### config.mk
export PLATFORM = sky130hd
export DESIGN_NAME = alu_op_sequencer
export DESIGN_NICKNAME = d
export VERILOG_FILES = /design/src/rtl/alu_op_sequencer.sv
export SDC_FILE = /design/constraint.sdc
export NUM_CORES = 1
export LEC_CHECK = 0
export CAP_MARGIN = 25
export CORE_MARGIN = 5
export CORE_UTILIZATION = 40
export DETAILED_ROUTE_END_ITERATION = 16
export PLACE_DENSITY = 0.75
export SYNTH_ARGS = -nofsm -noshare
export SYNTH_HDL_FRONTEND = slang
export SYNTH_SLANG_ARGS = --single-unit
export TNS_END_PERCENT = 10
### constraint.sdc
create_clock -name clk -period 1.8 [get_ports clk]
set_input_delay 0.27 -clock clk [delete_from_list [all_inputs] [get_ports clk]]
set_output_delay 0.27 -clock clk [all_outputs]
set_load 0.05 [all_outputs]
### src/rtl/alu_op_sequencer.sv
// Front-end controller for the ALU: one "next" button steps through the operand-1,
// operand-2 and op-code loads. The ALU result is then captured into a registered LED output.
module alu_op_sequencer #(
  parameter int NB_IN   = 8,
  parameter int NB_OUT  = 8,
  parameter int NB_CODE = 6,
  parameter int NB_SYNC = 2
) (
  input  logic               clk,
  input  logic               reset,
  input  logic [NB_IN-1:0]   switch,
  input  logic               b_next,
  input  logic               b_cancel,
  input  logic [NB_OUT-1:0]  alu_result,
  output logic [NB_IN-1:0]   dato1,
  output logic [NB_IN-1:0]   dato2,
  output logic [NB_CODE-1:0] op_code,
  output logic [NB_OUT-1:0]  salida,
  output logic               result_valid,
  output logic [2:0]         state
);

  // Handshake: there is none. Each button press yields exactly one
  // single-cycle pulse, and that pulse is consumed by whatever state
  // the FSM is in during that cycle.
  typedef enum logic [2:0] {
    S_D1   = 3'd0,
    S_D2   = 3'd1,
    S_CODE = 3'd2,
    S_EXEC = 3'd3,
    S_SHOW = 3'd4
  } state_t;

  state_t state_q, state_d;

  logic [NB_SYNC-1:0] next_sync, cancel_sync;
  logic               next_prev, cancel_prev;
  logic               next_p, cancel_p;

  // Button synchronizers. The prev flop turns a held level into a single pulse.
  always_ff @(posedge clk or posedge reset) begin
    if (reset) begin
      next_sync   <= '0;
      cancel_sync <= '0;
      next_prev   <= 1'b0;
      cancel_prev <= 1'b0;
    end else begin
      next_sync   <= {next_sync[NB_SYNC-2:0], b_next};
      cancel_sync <= {cancel_sync[NB_SYNC-2:0], b_cancel};
      next_prev   <= next_sync[NB_SYNC-1];
      cancel_prev <= cancel_sync[NB_SYNC-1];
    end
  end

  assign next_p   = next_sync[NB_SYNC-1] & ~next_prev;
  assign cancel_p = cancel_sync[NB_SYNC-1] & ~cancel_prev;

  logic load_d1, load_d2, load_code, capture, clr_valid;

  always_comb begin
    state_d   = state_q;
    load_d1   = 1'b0;
    load_d2   = 1'b0;
    load_code = 1'b0;
    capture   = 1'b0;
    clr_valid = 1'b0;
    if (cancel_p) begin
      // Cancel overrides everything, including a pending capture in S_EXEC.
      state_d   = S_D1;
      clr_valid = 1'b1;
    end else begin
      case (state_q)
        S_D1: if (next_p) begin
          load_d1 = 1'b1;
          state_d = S_D2;
        end
        S_D2: if (next_p) begin
          load_d2 = 1'b1;
          state_d = S_CODE;
        end
        S_CODE: if (next_p) begin
          load_code = 1'b1;
          state_d   = S_EXEC;
        end
        S_EXEC: begin
          capture = 1'b1;
          state_d = S_SHOW;
        end
        S_SHOW: if (next_p) begin
          clr_valid = 1'b1;
          state_d   = S_D1;
        end
        default: state_d = S_D1;
      endcase
    end
  end

  always_ff @(posedge clk or posedge reset) begin
    if (reset) begin
      state_q      <= S_D1;
      dato1        <= '0;
      dato2        <= '0;
      op_code      <= '0;
      salida       <= '0;
      result_valid <= 1'b0;
    end else begin
      state_q <= state_d;
      if (load_d1)   dato1   <= switch;
      if (load_d2)   dato2   <= switch;
      if (load_code) op_code <= switch[NB_CODE-1:0];
      if (capture)   salida  <= alu_result;
      if (capture)        result_valid <= 1'b1;
      else if (clr_valid) result_valid <= 1'b0;
    end
  end

  assign state = state_q;

endmodule

==> metrics, run 1 <==
clk_lat worst skew=280 ps; delay-heaviest family, CP=buffers and inverters; DPL Wire Length=between 2 and 3 mm; row cnt=22; Total Nets Final=around 180; vias in the first global route=1010; CP startpoint kind=flop; core area=between 0.003 and 0.004 mm²; post-synthesis net count=113; initial antenna violation count=0; routing usage on met3=0.0416; Max Buffers Root-to-Sink=2; sequential fraction of the synthesis area=0.641; Sw Ratio=0.448; die area=0.00526 mm²; HP Class=in -> async; Root Buffer=clkbuf_8; part of the power in registers=0.305; Seq. cell area=roughly 0.001 mm²; Clock Power Share=0.147; layout cells sized above 1=0.371; FMAX=575 MHz; routed length per instance=16.2 µm; first-pass GRT wire length=5.24 mm; post-CTS setup buffers=0; Cell Int Power=2.64 mW; Leakage=between 1 and 1.5 nW; dpl ws=between 70 and 80 ps; TNS Setup=0 ps; CTS buffer count=5; Synth area leader=dfrtp_1; Slowest cell on crit path=clkdlybuf4s50_1; Pwr Density=2070 mW/mm²; clk sinks=40; kind of critical path=reg -> out; post-synth top area share=0.641; Remaining DRCs=0; Buffers & Inverters on Critical Path=1; final setup fails=0; hold_buf cts=0; WL final=3.36 mm; PnR worst setup slack=59.5 ps; crit-path cells=clkdlybuf4s50_1; die outline height=72.5 µm; H-tree depth=2; Worst-Margin Slew=517 ps; Hold Fails Final Rpt=0; RSZ-0062 raised after global routing=false; max cap viols=0; critical path depth=1; Final Cycle Share=0.967; DR iter-0 viols=49; Tot GR Track Use=0.133; reg2reg setup slack=roughly 160 ps; via count=957; CP max stage delay=820 ps; Peak VDD IR=0.929 mV; yosys warns=0; Antenna Nets Post-Route=0; gate count of the mapped netlist=93; Clk pin slew, worst setup/hold paths=around 80 ps; Seq cells post-synth=40; final slew viol count=0; CP Max Fanout=2; Combinational Power Share=0.547; post_cts resized=0; CTS tree=yes; Synth cell types=23; worst r2r src=state[2]; # diodes=0; GRT met2 Usage=0.226; synthesis-to-layout area growth=47.9%; num ports=54; Data arrival, critical path=around 1500 ps; GPL Wtd Cong=between 0.8 and 0.9; met1 Usage GRT=0.156; run status=finished clean; routed vias/inst=about 4.6; FF-to-FF End=salida[1]; crit path launch=dato1[2]; die width=slightly above 70 µm; multi-input logic area=539 µm²; DR pass1 iterations=2; synth top area cells=dfrtp_1 64%, mux2_2 17%, mux2_4 5.8%; fill cell count=276; worst clock skew=4.34 ps; final hold slack=~270 ps; CP Capture Point=dato1[2]; gr ovfl total=0; slew margin rel.=0.654; crit path capture type=primary output; Switching Power=2.15 mW; crit path time final=1740 ps; worst endpoint required time=1530 ps; Port Buffer Count=53; pin count of the biggest net entering global routing=32; Initial Utilization=0.421; Synth Cell Area=around 0.0016 mm²; Top Usage Layer GRT=met2; Syn Area/Cell=16.8 µm²; Overall Power=4.78 mW; FF-to-FF path depth=4
[stage by stage]
| stage | std cells | utilization | cell area, µm² |
|---|---|---|---|
| after CTS | 207 | 0.621 | 2310 |
| final | 207 | 0.622 | 2310 |
| after floorplan | 93 | - | 1570 |
| after global placement | 199 | 0.591 | 2200 |
| after global routing | 207 | 0.622 | 2310 |
| after detailed placement | 199 | 0.591 | 2200 |
[cell type report]
class / count / share of cell area
clock buffer: 5 / 0.0298
inverter: 1 / 0.00162
sequential: 40 / 0.434
timing repair buffer: 60 / 0.257
tap: 48 / 0.0260
multi-input combinational: 50 / 0.233
clock inverter: 3 / 0.0184
[worst min path at each step]
stage,endpoint
floorplan,cancel_sync[0]
global placement,cancel_sync[1]
detailed placement,cancel_sync[1]
CTS,salida[1]
global route,next_sync[0]
finish,next_sync[0]
[cells in the final DEF, fill, tap and decap left out]
cell type / count
bufinv_16: 1
o21ai_0: 1
nor2_1: 1
o311ai_0: 1
or4b_4: 1
dfrtp_1: 38
buf_4: 11
a21oi_1: 1
or2b_2: 1
nand3b_1: 1
nand2b_1: 3
o21bai_1: 1
nor2_2: 1
nor2b_4: 1
mux2_2: 23
nand2_1: 1
clkinvlp_4: 1
nor4_4: 1
nor3_1: 1
dfrtp_2: 2
mux2_4: 6
nor4b_4: 1
clkdlybuf4s50_1: 47
clkinv_2: 1
clkbuf_8: 5
inv_1: 1
or3b_2: 1
buf_12: 2
nor2b_1: 1
mux2_1: 2
[flip-flops by register name, summed over array words and instances, names as in the netlist]
register	count
result_valid	1
state	3
salida	8
dato2	8
next_sync	2
cancel_sync	2
op_code	6
next_prev	1
cancel_prev	1
dato1	8
[cell families after synthesis]
family | synth area share
buffers and inverters | 0.0168
and+or+nand+nor | 0.0881
muxes | 0.238
DFF | 0.641
AOI/OAI and AO/OA | 0.0168
[power by group through the flow]
stage / sequential, mW / clock, mW / combinational [mW]
4_1_cts: 1.47 / 0.729 / 2.65
5_1_grt: 1.50 / 0.769 / 2.70
3_5_place_dp: 1.48 / 0 / 2.64
3_3_place_gp: 1.45 / 0 / 2.60
2_1_floorplan: 2.74 / 0 / 0.441
6_report: 1.46 / 0.705 / 2.62
[layer usage]
| layer | part of all wire | vias up | wire length, µm |
|---|---|---|---|
| met5 | 0 | - | 0 |
| li1 | - | 460 | - |
| met2 | 0.54 | 20 | 1800 |
| met1 | 0.40 | 472 | 1350 |
| met4 | 0.014 | 0 | 48 |
| met3 | 0.047 | 5 | 159 |
[Yosys cell counts]
cell and instances:
dfrtp_1 40, mux2_2 23, mux2_4 6, nand2b_1 3, buf_6 2, mux2_1 2
a21oi_1 1, inv_1 1, nand2_1 1, nand3b_1 1, nor2_1 1, nor2_2 1
nor2b_1 1, nor2b_4 1, nor3_1 1, nor4_4 1, nor4b_4 1, o21ai_0 1
o21bai_1 1, o311ai_0 1, or2b_2 1, or3b_2 1, or4b_1 1
(Power assumes the default switching activity.)
==> inputs of run 2 (changes only) <==
- CAP_MARGIN: 25 -> 20
- CORE_MARGIN: 5 -> 10
- RECOVER_POWER: unset -> 50
==> run 2 against run 1 <==
Compared with the run above:
- non-clock buffer count did not move
- global-route usage fell by 2.5 points
- worst hold slack improved by 88 ps
- utilization fell by 2.6 points
- critical path depth did not move
- fmax rose by 0.68%
- clock skew rose by 4.6 ps
- setup slack improved by 12 ps
- largest cell class unchanged
==> metrics, run 2 (same netlist as run 1, synthesis figures left out) <==
run status=finished clean; crit-path cells=clkdlybuf4s50_1; FF-to-FF End=dato2[4]; row cnt=22; worst hold path depth=0; die outline height=roughly 83 µm; Slowest cell on crit path=clkdlybuf4s50_1; reg2reg setup slack=130 ps; CP max stage delay=roughly 820 ps; CP Max Fanout=2; pin count of the biggest net entering global routing=31; Antenna Nets Post-Route=0; Hold Fails Final Rpt=0; initial antenna violation count=0; max cap viols=0; die area=a little under 0.007 mm²; FF-to-FF path depth=5; Buffers & Inverters on Critical Path=1; H-tree depth=2; GPL Wtd Cong=between 0.7 and 0.8; HP Class=reg -> reg; DPL Wire Length=2.76 mm; Worst-Margin Slew=722 ps; clk_lat worst skew=290 ps; RSZ-0062 raised after global routing=false; Max Buffers Root-to-Sink=2; # diodes=0; FMAX=578 MHz; die width=between 80 and 90 µm; Leakage=0.955 nW; delay-heaviest family, CP=buffers and inverters; vias in the first global route=1031; CTS buffer count=5; worst endpoint required time=about 1500 ps; hold_buf cts=0; Total Nets Final=approximately 180; final slew viol count=0; Data arrival, critical path=1460 ps; CP startpoint kind=flop; Port Buffer Count=53; first-pass GRT wire length=approximately 5.4 mm; Root Buffer=clkbuf_8; CP Capture Point=dato2[4]; crit path capture type=primary output; via count=986; CTS tree=yes; routed length per instance=17.1 µm; layout cells sized above 1=0.321; worst clock skew=8.92 ps; TNS Setup=0 ps; multi-input logic area=539 µm²; num ports=54; most common cell after layout, fill and taps aside=clkdlybuf4s50_1; Tot GR Track Use=0.108; critical path depth=1; Peak VDD IR=0.924 mV; crit path time final=about 1700 ps; Clk pin slew, worst setup/hold paths=70 ps; kind of critical path=reg -> out; clk sinks=40; core area=~0.0037 mm²; gr ovfl total=0; slew margin rel.=0.519; final setup fails=0; Final Cycle Share=0.960; synthesis-to-layout area growth=41.7%; Remaining DRCs=0; commonest cells after routing, fill and taps aside=40 x clkdlybuf4s50_1, 38 x dfrtp_1, 23 x mux2_2; DR iter-0 viols=38; routed vias/inst=4.76; Post-Route Utilization=0.596; worst r2r src=next_prev; WL final=3.53 mm; Top Registers=dato1 (8), dato2 (8), salida (8); crit path launch=dato2[4]; Initial Utilization=0.421; DR pass1 iterations=4; Pwr Density=just over 2000 mW/mm²; Seq. cell area=between 0.001 and 0.0015 mm²; fill cell count=305
-- run 2: area by class of cell --
cell class	count	area share
Clock buffer	8	0.0407
Sequential cell	40	0.453
Timing Repair Buffer	60	0.234
Multi-Input combinational cell	50	0.244
Tap cell	48	0.0271
Inverter	1	0.00169
-- run 2: timing repair --
| action | 4_1_cts | 5_1_grt |
|---|---|---|
| endpoints found under the setup margin | 0 | 6 |
| resized for setup | 0 | 1 |
| hold endpoints to repair | 0 | 0 |
| buffers inserted | 0 | 0 |
-- run 2: how the worst min path moves through the flow --
stage / endpoint / slack (ps) / start
after floorplan: cancel_sync[0] / 300 / b_cancel
after global placement: next_sync[1] / 340 / next_sync[0]
after detailed placement: cancel_sync[1] / 340 / cancel_sync[0]
after CTS: dato2[2] / 300 / reset
after global routing: cancel_sync[1] / 370 / cancel_sync[0]
final: cancel_sync[1] / 360 / cancel_sync[0]
-- run 2: routing by layer --
layer	up-vias	GRT usage	share of wire
li1	456	-	-
met1	500	0.113	0.37
met2	24	0.180	0.54
met3	6	0.0464	0.063
met4	0	0.0602	0.022
met5	-	0	0
-- run 2: through the flow --
stage               cells  hold WS [ps]  area (µm²)  worst slack [ps]  power (mW)
global placement      199           336        2170               130        4.05
detailed placement    199           337        2170              79.6        4.10
floorplan              93           301        1570              39.4        3.18
CTS                   207           295        2260              42.7        4.71
finish                207           356        2210              71.3        4.56
global route          207           372        2210              16.7        4.76
-- run 2: power by group --
group | total, mW | internal (mW) | leakage [nW] | switching, mW
registers | 1.46 | 1.26 | 0.483 | 0.192
clock network | 0.598 | 0.312 | 0.0455 | 0.286
logic | 2.51 | 0.857 | 0.426 | 1.65
total | 4.56 | 2.43 | 0.955 | 2.13
==> inputs of run 3 (changes only) <==
- GPL_TIMING_DRIVEN: unset -> 0
==> run 3 against run 2 <==
Compared with the run above:
- non-clock buffer count fell by 2
- critical path depth did not move
- cell count fell by 0.97%
- sequential share of layout area fell by 1.1 points
- first-iteration DRC count fell by 42%
- global-route usage fell by 0.32 points
- count of clock-buffer cells in the layout did not move
- register-to-register slack got worse by 80 ps
- sequential cell count did not move
- sequential power barely moved
- clock power fell by 2%
- wire length fell by 5.5%
- critical path type unchanged
==> metrics, run 3 (same netlist as run 1, synthesis figures left out) <==
pin count of the biggest net entering global routing=41; DP Area=approximately 0.0022 mm²; slew margin rel.=0.471; Leakage=slightly below 1 nW; CTS buffer count=5; Seq. cell area=0.00100 mm²; Root Buffer=clkbuf_8; delay-heaviest family, CP=buffers and inverters; final setup fails=0; CP max stage delay=810 ps; die area=between 0.006 and 0.007 mm²; final hold slack=~350 ps; dpl ws=-37.7 ps; gr ovfl total=0; CP Max Fanout=6; Switching Power=2.11 mW; Top Registers=dato1 (8), dato2 (8), salida (8); Tot GR Track Use=0.105; num ports=54; Sw Ratio=0.454; run status=finished clean; part of the power in registers=0.316; crit path time final=roughly 1800 ps; Buffers & Inverters on Critical Path=1; crit-path cells=clkdlybuf4s50_1; placed cell count=194; row cnt=22; via count=942; non-filler cells, final=205; die width=82.5 µm; initial antenna violation count=0; most common cell after layout, fill and taps aside=clkdlybuf4s50_1; Post-Route Utilization=0.610; Antenna Nets Post-Route=0; Peak VDD IR=0.982 mV; fill cell count=302; multi-input logic area=524 µm²; first-pass GRT wire length=5.32 mm; Max Buffers Root-to-Sink=2; hold_buf cts=0; Final Cycle Share=0.975; GPL Wtd Cong=approximately 0.73; # diodes=0; commonest cells after routing, fill and taps aside=48 x clkdlybuf4s50_1, 38 x dfrtp_1, 23 x mux2_2; Combinational Power Share=0.558; FMAX=570 MHz; worst clock skew=8.23 ps; Port Buffer Count=53; DR iter-0 viols=22; post-route cell area=0.00227 mm²; Remaining DRCs=0; Total Nets Final=176; PnR worst setup slack=~45 ps; max cap viols=0; WL final=3.34 mm; vias in the first global route=1049; Cell Int Power=2.54 mW; TNS Setup=0 ps; core area=0.00372 mm²; Overall Power=4.64 mW; clk_lat worst skew=280 ps; routed vias/inst=between 4 and 5; Hold Fails Final Rpt=0; synthesis-to-layout area growth=45.1%; Data arrival, critical path=1480 ps; Clock Power Share=0.127; CTS tree=yes; worst endpoint required time=approximately 1500 ps; HP Class=reg -> reg; RSZ-0062 raised after global routing=false; H-tree depth=2; routed length per instance=16.3 µm; Initial Utilization=0.421; kind of critical path=reg -> out; crit path capture type=primary output; Slowest cell on crit path=clkdlybuf4s50_1; Worst-Margin Slew=between 700 and 800 ps; Clk pin slew, worst setup/hold paths=approximately 70 ps; CP startpoint kind=flop; die outline height=82.5 µm; DPL Wire Length=between 2 and 3 mm; Pwr Density=about 2000 mW/mm²; clk sinks=40; DR pass1 iterations=3; final slew viol count=0; layout cells sized above 1=0.312
==> run 3: cell count changes in the layout (fill, tap and decap cells not counted), sizes merged <==
cell / before / now
clkbuf: 19 / 8
clkdlybuf4s50: 40 / 48
dlygate4sd2: 0 / 2
buf: 6 / 5
==> run 3: final timing paths <==
path                       cells after the start  slack [ps]      startpoint        endpoint
max in group asynchronous                      2         660           reset        state[1]
min reg2reg                                    0         350  cancel_sync[0]  cancel_sync[1]
max reg2reg                                    5          50  cancel_sync[1]        dato2[3]
max                                            1          50        state[1]        state[1]
min                                            0         350  cancel_sync[0]  cancel_sync[1]
min in group asynchronous                      2         590           reset    next_sync[0]
==> run 3: power by group through the flow <==
stage / Combinational (mW) / Sequential [mW] / Clock, mW
final: 2.59 / 1.47 / 0.587
after floorplan: 0.441 / 2.74 / 0
after CTS: 2.62 / 1.48 / 0.611
after global placement: 2.59 / 1.46 / 0
after detailed placement: 2.62 / 1.49 / 0
after global routing: 2.69 / 1.52 / 0.655
==> run 3: repair_timing <==
action                     CTS  global route
gates cloned                 0             0
gates resized for setup      2             2
pin swaps                    0             2
setup endpoints to repair   18            22
setup buffers                0             3
==> run 3: cell type report <==
cell class | instances | area share
flip-flops and latches | 40 | 0.443
multi-input cells | 50 | 0.231
repair buffers | 56 | 0.248
clock buffers | 8 | 0.0397
plain buffers | 2 | 0.00993
inverters | 1 | 0.00166
well taps | 48 | 0.0265
==> run 3: metal layers <==
| layer | vias up | track usage | wire, µm |
|---|---|---|---|
| met1 | 461 | 0.115 | 1280 |
| li1 | 453 | - | - |
| met2 | 23 | 0.182 | 1830 |
| met4 | 0 | 0.0602 | 64 |
| met3 | 5 | 0.0259 | 166 |
| met5 | - | 0 | 0 |
